[config.mk]
export PLATFORM = sky130hd
export DESIGN_NAME = data_inf_axis_framer
export DESIGN_NICKNAME = d
export VERILOG_FILES = /design/src/rtl/data_inf_axis_framer.sv
export SDC_FILE = /design/constraint.sdc
export NUM_CORES = 1
export LEC_CHECK = 0
export ABC_CLOCK_PERIOD_IN_PS = 1900
export CAP_MARGIN = 20
export CORE_AREA = 3 3 91 93
export DETAILED_ROUTE_END_ITERATION = 8
export DIE_AREA = 0 0 94 96
export DONT_BUFFER_PORTS = 1
export PLACE_DENSITY = 0.5
export SETUP_SLACK_MARGIN = 0.1
export SKIP_CTS_REPAIR_TIMING = 1
export SLEW_MARGIN = 15
export SYNTH_ARGS = -nofsm -noshare
export SYNTH_HDL_FRONTEND = slang
export SYNTH_SLANG_ARGS = --single-unit
[constraint.sdc]
create_clock -name clock -period 1.9 [get_ports clock]
set_clock_uncertainty 0.05 [all_clocks]
set_input_delay 0.19 -clock clock [delete_from_list [all_inputs] [get_ports clock]]
set_output_delay 0.19 -clock clock [all_outputs]
set_load 0.01 [all_outputs]
[src/rtl/data_inf_axis_framer.sv]
// Frames an unframed valid/ready word stream into AXI-Stream packets: tlast every
// FRAME_LEN beats or after TIMEOUT idle cycles mid-frame, tuser on the first beat.
module data_inf_axis_framer #(
  parameter int DSIZE     = 8,
  parameter int FRAME_LEN = 16,
  parameter int TIMEOUT   = 64
) (
  input  logic             clock,
  input  logic             rst,
  input  logic [DSIZE-1:0] in_data,
  input  logic             in_valid,
  output logic             in_ready,
  output logic [DSIZE-1:0] m_tdata,
  output logic             m_tvalid,
  input  logic             m_tready,
  output logic             m_tlast,
  output logic             m_tuser,
  output logic [15:0]      frame_cnt,
  output logic             flush_pulse
);

  localparam int IDX_W = $clog2(FRAME_LEN + 1);
  localparam int CNT_W = (TIMEOUT < 1) ? 1 : $clog2(TIMEOUT + 1);
  localparam bit TO_EN = (TIMEOUT > 0);
  localparam logic [IDX_W-1:0] IDX_FIRST = IDX_W'(1);
  localparam logic [IDX_W-1:0] IDX_LAST  = IDX_W'(FRAME_LEN);
  localparam logic [CNT_W-1:0] CNT_LIMIT = CNT_W'((TIMEOUT > 0) ? TIMEOUT - 1 : 0);

  // Hold stage
  logic             h_valid_q, h_valid_d;
  logic [DSIZE-1:0] h_data_q,  h_data_d;
  logic [IDX_W-1:0] h_idx_q,   h_idx_d;
  logic             h_final_q, h_final_d;
  logic [CNT_W-1:0] idle_cnt_q, idle_cnt_d;

  // Output stage
  logic             o_valid_q, o_valid_d;
  logic [DSIZE-1:0] o_data_q,  o_data_d;
  logic             o_last_q,  o_last_d;
  logic             o_user_q,  o_user_d;
  logic [15:0]      frame_cnt_q, frame_cnt_d;

  logic             o_free;
  logic             accept;
  logic             timeout_hit;
  logic             close_frame;
  logic             move;
  logic [IDX_W-1:0] acc_idx;

  assign o_free   = !o_valid_q | m_tready;
  assign in_ready = !rst & (!h_valid_q | o_free);
  assign accept   = in_valid & in_ready;

  // idle_cnt_q holds completed idle cycles, so the limit is hit in the TIMEOUT-th
  // idle cycle and the withheld beat can leave H in that same cycle.
  assign timeout_hit = TO_EN & !rst & h_valid_q & !h_final_q & !accept &
                       (idle_cnt_q == CNT_LIMIT);
  assign close_frame = h_final_q | timeout_hit;
  assign move        = h_valid_q & o_free & (accept | close_frame);

  // H empty only ever follows a final beat or reset, so it always means frame start.
  assign acc_idx = (!h_valid_q | h_final_q) ? IDX_FIRST : h_idx_q + IDX_W'(1);

  always_comb begin
    h_valid_d   = h_valid_q;
    h_data_d    = h_data_q;
    h_idx_d     = h_idx_q;
    h_final_d   = h_final_q;
    idle_cnt_d  = idle_cnt_q;
    o_valid_d   = o_valid_q;
    o_data_d    = o_data_q;
    o_last_d    = o_last_q;
    o_user_d    = o_user_q;
    frame_cnt_d = frame_cnt_q;

    if (accept) begin
      h_valid_d = 1'b1;
      h_data_d  = in_data;
      h_idx_d   = acc_idx;
      h_final_d = (acc_idx == IDX_LAST);
    end else if (move) begin
      h_valid_d = 1'b0;
      h_final_d = 1'b0;
    end else if (timeout_hit) begin
      h_final_d = 1'b1;
    end

    if (!TO_EN || accept || !h_valid_q || close_frame) begin
      idle_cnt_d = '0;
    end else begin
      idle_cnt_d = idle_cnt_q + CNT_W'(1);
    end

    if (move) begin
      o_valid_d = 1'b1;
      o_data_d  = h_data_q;
      o_last_d  = close_frame;
      o_user_d  = (h_idx_q == IDX_FIRST);
    end else if (m_tready) begin
      o_valid_d = 1'b0;
    end

    if (o_valid_q && m_tready && o_last_q) begin
      frame_cnt_d = frame_cnt_q + 16'd1;
    end
  end

  always_ff @(posedge clock) begin
    if (rst) begin
      h_valid_q   <= 1'b0;
      h_data_q    <= '0;
      h_idx_q     <= '0;
      h_final_q   <= 1'b0;
      idle_cnt_q  <= '0;
      o_valid_q   <= 1'b0;
      o_data_q    <= '0;
      o_last_q    <= 1'b0;
      o_user_q    <= 1'b0;
      frame_cnt_q <= '0;
    end else begin
      h_valid_q   <= h_valid_d;
      h_data_q    <= h_data_d;
      h_idx_q     <= h_idx_d;
      h_final_q   <= h_final_d;
      idle_cnt_q  <= idle_cnt_d;
      o_valid_q   <= o_valid_d;
      o_data_q    <= o_data_d;
      o_last_q    <= o_last_d;
      o_user_q    <= o_user_d;
      frame_cnt_q <= frame_cnt_d;
    end
  end

  assign m_tvalid    = o_valid_q;
  assign m_tdata     = o_data_q;
  assign m_tlast     = o_last_q;
  assign m_tuser     = o_user_q;
  assign frame_cnt   = frame_cnt_q;
  assign flush_pulse = timeout_hit;

endmodule

==> After elaboration in Yosys (flattened, before gate mapping) <==
Cells that the tools add are included.
Widths: inputs -> output; s select.
{ "totals": {"output_inout_bits": 29, "elab_cells": 50, "ff_bits": 49, "inputBits": 12} }
{ "op_classes": {"reduce_logical": 13, "n_eq_ne": 3, "n_mux": 8, "bitwise_logic": 13, "n_addsub": 3} }
{ "ops": {"columns": ["operator", "n"], "rows": [
  ["$add 16x1->16 const B", 1],
  ["$and 1x1->1", 8],
  ["$add 7x1->7 const B", 1],
  ["$eq 7x6->1 const B", 1],
  ["$mux 1", 7],
  ["$add 5x1->5 const B", 1],
  ["$eq 5x1->1 const B", 1],
  ["$eq 5x5->1 const B", 1],
  ["$logic_not 1->1", 5],
  ["$mux 5", 1],
  ["$or 1x1->1", 5],
  ["$reduce_bool 2->1", 2],
  ["$reduce_bool 3->1", 1],
  ["$logic_and 1x1->1", 2],
  ["$logic_or 1x1->1", 2],
  ["$reduce_or 2->1", 1]
]} }

==> Longest topological paths before layout <==
{ "depth": {"word_depth": 13, "depth_mapped": 6} }

==> Worst setup path after synthesis <==
No wires, ideal clock.
{ "synth_path": {"path_kind": "reg-to-reg", "from": "register frame_cnt_q[0], in the netlist frame_cnt[0]", "to": "register frame_cnt_q[14], in the netlist frame_cnt[14]", "setup_ns": 0.070, "path_stages_with_launch": 7, "setup_slack_ns": 0.175, "t_arrival_ns": 1.604, "cell_sequence": "dfxtp_1 > ha_1 > and4_1 > clkbuf_1 > nand2_1 > or4_1 > a21oi_1"} }
{ "synth_between": {"elab_chain_cells": 1} }
{ "synth_lines": {"columns": ["item", "line_no", "source"], "rows": [
  ["start: declaration", "41", "logic [15:0] frame_cnt_q, frame_cnt_d;"],
  ["start signal: assignment", "130", "frame_cnt_q <= frame_cnt_d;"],
  ["$add 16x1->16", "104", "frame_cnt_d = frame_cnt_q + 16'd1;"]
]} }
No other way between the ends.
A chain may end at the register's enable or synchronous reset.

==> Worst setup path after layout <==
{ "layout_path": {"from": "register idle_cnt_q[0]", "to": "output port flush_pulse"} }
{ "layout_between": {"elab_chain_cells": 2} }
{ "layout_lines": {"columns": ["item", "line_no", "source"], "rows": [
  ["start: declaration", "34", "logic [CNT_W-1:0] idle_cnt_q, idle_cnt_d;"],
  ["start signal: assignment", "125", "idle_cnt_q <= idle_cnt_d;"],
  ["$eq 7x6->1", "57", "(idle_cnt_q == CNT_LIMIT);"],
  ["$and 1x1->1", "56", "assign timeout_hit = TO_EN & !rst & h_valid_q & !h_final_q & !accept &"],
  ["end: declaration", "19", "output logic flush_pulse"]
]} }
No other way between the ends.

==> out/qor.csv <==
stage;metric;value;unit
power_and_ir_drop;power.density;755;nW/um2
route;via_per_inst;4.66;
placement;gp_congestion;0.711;
power_and_ir_drop;total_power;2.06;mW
timing;setup_ws;0.0445;ns
clock_tree;cts-root-buf;clkbuf_8;
synth;synth_top_area_share;0.435;
synth;synth_area_leader_cell;dfxtp_1;
worst_setup_path;crit_start;idle_cnt_q[0]$_SDFF_PP0_;
floorplan;initial_utilization;0.296;
floorplan;fp-row-count;32;
grt;top_usage_layer;met2;
grt;grt_pass1_vias;1689;
clock_tree;numCtsBuffers;5;
worst_setup_path;r2r_setup_slack;0.25;ns
grt;grt_pass1_wl;7940;um
clock_tree;htreeDepth;2;
synth;ys_ff_latch;49;
grt;antenna_found_initial;0;
timing;rsz0062_at_grt;yes;
synth;ys_seq_area_frac;0.435;
floorplan;core_area;7610;um2
cells_and_area;nets;289;
cells_and_area;area.growth.synth_to_final;20.9;%
route;drt-total-wl;4750;um
clock_tree;cts_num_sinks;49;
synth;syn_nets;266;
power_and_ir_drop;vdd_drop_max;0.366;mV
timing;hold_violations;0;
worst_setup_path;r2r_start;m_tvalid$_SDFFE_PP0P_;
grt;grtUsageMet3;0.0461;
floorplan;die_y;96;um
placement;hpwl;3280;um
synth;syn_area_per_cell;9.01;um2
grt;grt_usage;0.110;
floorplan;ios;41;
worst_setup_path;crit_fanout;3;
grt;met2_usage;0.173;
timing;min_period;1.86;ns
worst_setup_path;reg2reg_depth;4;
clock_tree;clk_latency;0.30;ns
worst_setup_path;cp-start-kind;flop;
power_and_ir_drop;power.leakage;0.968;nW
timing;fin_hold_ws;0.00687;ns
worst_hold_path;hp-class;input pin to flop;
synth;synth-edff-count;0;
route;drcViolationCount;0;
job;max_cap_viol_count;0;
worst_setup_path;critPathCapture;flush_pulse;
cells_and_area;drive_above_1_share;0.182;
placement;place_ws;0.218;ns
timing;slew_violations;0;
placement;io_buffers;0;
synth;syn_area;2250;um2
synth;synthCells;250;
route;firstDrtPassIters;4;
synth;synth_cell_types;49;
worst_setup_path;cp-end-kind;primary output;
worst_setup_path;required;1.66;ns
timing;max_slew.worst_pin.slew;0.813;ns
route;wl_per_cell;12.6;um
grt;gr-usage-met1;0.136;
clock_tree;clk_pin_slew;0.09;ns
cells_and_area;n_fill_cell;788;
floorplan;fp.dieW;94;um
timing;fmax;539;MHz
clock_tree;clock_path_buffers;2;
floorplan;fp.dieArea;9020;um2
synth;synthArstFlopShare;0;
synth;synth.most_common_cell;dfxtp_1;
synth;synthTopCellsByCount;dfxtp_1 (49), nor2_1 (26), nand2b_1 (22);
cells_and_area;utilization;0.358;
route;drt_iter0_markers;151;
grt;grt_max_degree;50;
route;postRouteAntennaNets;0;
worst_setup_path;worst_ep_arrival_time;1.62;ns
timing;min_period_over_period;0.977;
synth;synth_warnings;0;
synth;synth_area_leaders;dfxtp_1 (44%), nand2b_1 (6.1%), nor2_1 (4.3%), xnor2_1 (4.3%), mux2i_1 (4.0%);
route;vias;1752;
worst_setup_path;reg2reg_to;frame_cnt[13]$_SDFFE_PP0P_;
grt;overflow;0;
synth;synth_ff_type;dfxtp_1;
status;status;complete, no violations;
timing;setup_viol;0;
clock_tree;cts_tree;yes;
timing;relSlewSlack;0.456;
cells_and_area;n_antenna_cell;0;
worst_setup_path;path_class;flop to primary output;
## cell type report
class,count,area [um2],share of cell area
multi-input combinational,182,1210,0.444
sequential,49,988,0.363
timing repair buffer,30,248,0.0909
tap,102,128,0.0468
clock buffer,5,68.8,0.0253
clock inverter,3,65.1,0.0239
inverter,5,18.8,0.00689
## stage by stage
step / area [um2] / TNS (ns) / std cells
after global routing: 2730 / -0.0617 / 376
after floorplan: 2250 / 0 / 250
after CTS: 2580 / -0.0867 / 364
after global placement: 2450 / 0 / 356
after detailed placement: 2450 / 0 / 356
final: 2730 / 0 / 376
## critical path: stages (launching register included)
cell       delay (ns)
dfxtp_4          0.37
ha_4             0.13
nand4_1          0.12
buf_4            0.17
a2111oi_4        0.34
buf_4            0.19
## cell families after synthesis
logic type,after synthesis,synth area share
buf+inv,19,0.0372
compound gates,38,0.111
fa+ha+maj,4,0.0222
simple gates,114,0.288
mux,10,0.0450
flops,49,0.435
xor+xnor,16,0.0622
## placed cells by master (no fill, tap or decap), types with 2 or more instances in the layout
master,netlist,layout
nand3b_1,3,3
nand2b_1,22,22
nor3_1,4,4
buf_4,0,21
or2_2,3,3
dlygate4sd3_1,0,9
nor2b_1,3,3
nand4_1,3,3
nand2_1,17,17
ha_1,4,3
nand3_1,14,14
clkbuf_8,0,5
or3_1,2,2
bufinv_16,0,2
inv_1,5,5
a21oi_1,10,10
nor2_1,26,26
mux2i_1,9,9
dfxtp_2,0,3
or4_1,3,3
dfxtp_1,49,45
nor4_1,3,3
xor2_1,5,5
xnor2_1,11,11
o21ai_0,15,15
## metal layers
| metal | routed length (um) | part of all wire | vias to the layer above |
|---|---|---|---|
| met2 | 2120 | 0.45 | 36 |
| met4 | 76 | 0.016 | 0 |
| met5 | 0 | 0 | - |
| li1 | - | - | 907 |
| met3 | 297 | 0.063 | 6 |
| met1 | 2250 | 0.47 | 803 |
## power breakdown
part           internal, mW  switching, mW
clock                 0.523          0.347
combinational        0.0577         0.0585
sequential             1.05         0.0202
## worst min path at each step
stage | from | end | slack (ns) | depth (start not counted)
global route | rst | h_final_q$_SDFFE_PP0P_ | 0.01 | 2
global placement | rst | m_tvalid$_SDFFE_PP0P_ | 0.22 | 1
finish | rst | h_valid_q$_SDFFE_PP0P_ | 0.007 | 2
detailed placement | rst | m_tlast$_SDFFE_PP0P_ | 0.22 | 1
CTS | rst | h_idx_q[2]$_SDFFE_PP0P_ | -0.12 | 1
floorplan | in_data[0] | h_data_q[0]$_SDFFE_PP0P_ | 0.25 | 2
## registers in the layout (all words and copies together) (netlist names)
| register | count |
|---|---|
| h_final_q | 1 |
| frame_cnt | 16 |
| m_tuser | 1 |
| h_data_q | 8 |
| idle_cnt_q | 7 |
| m_tvalid | 1 |
| m_tlast | 1 |
| h_idx_q | 5 |
| m_tdata | 8 |
| h_valid_q | 1 |
Note: power is estimated with default switching activity, not from simulation.
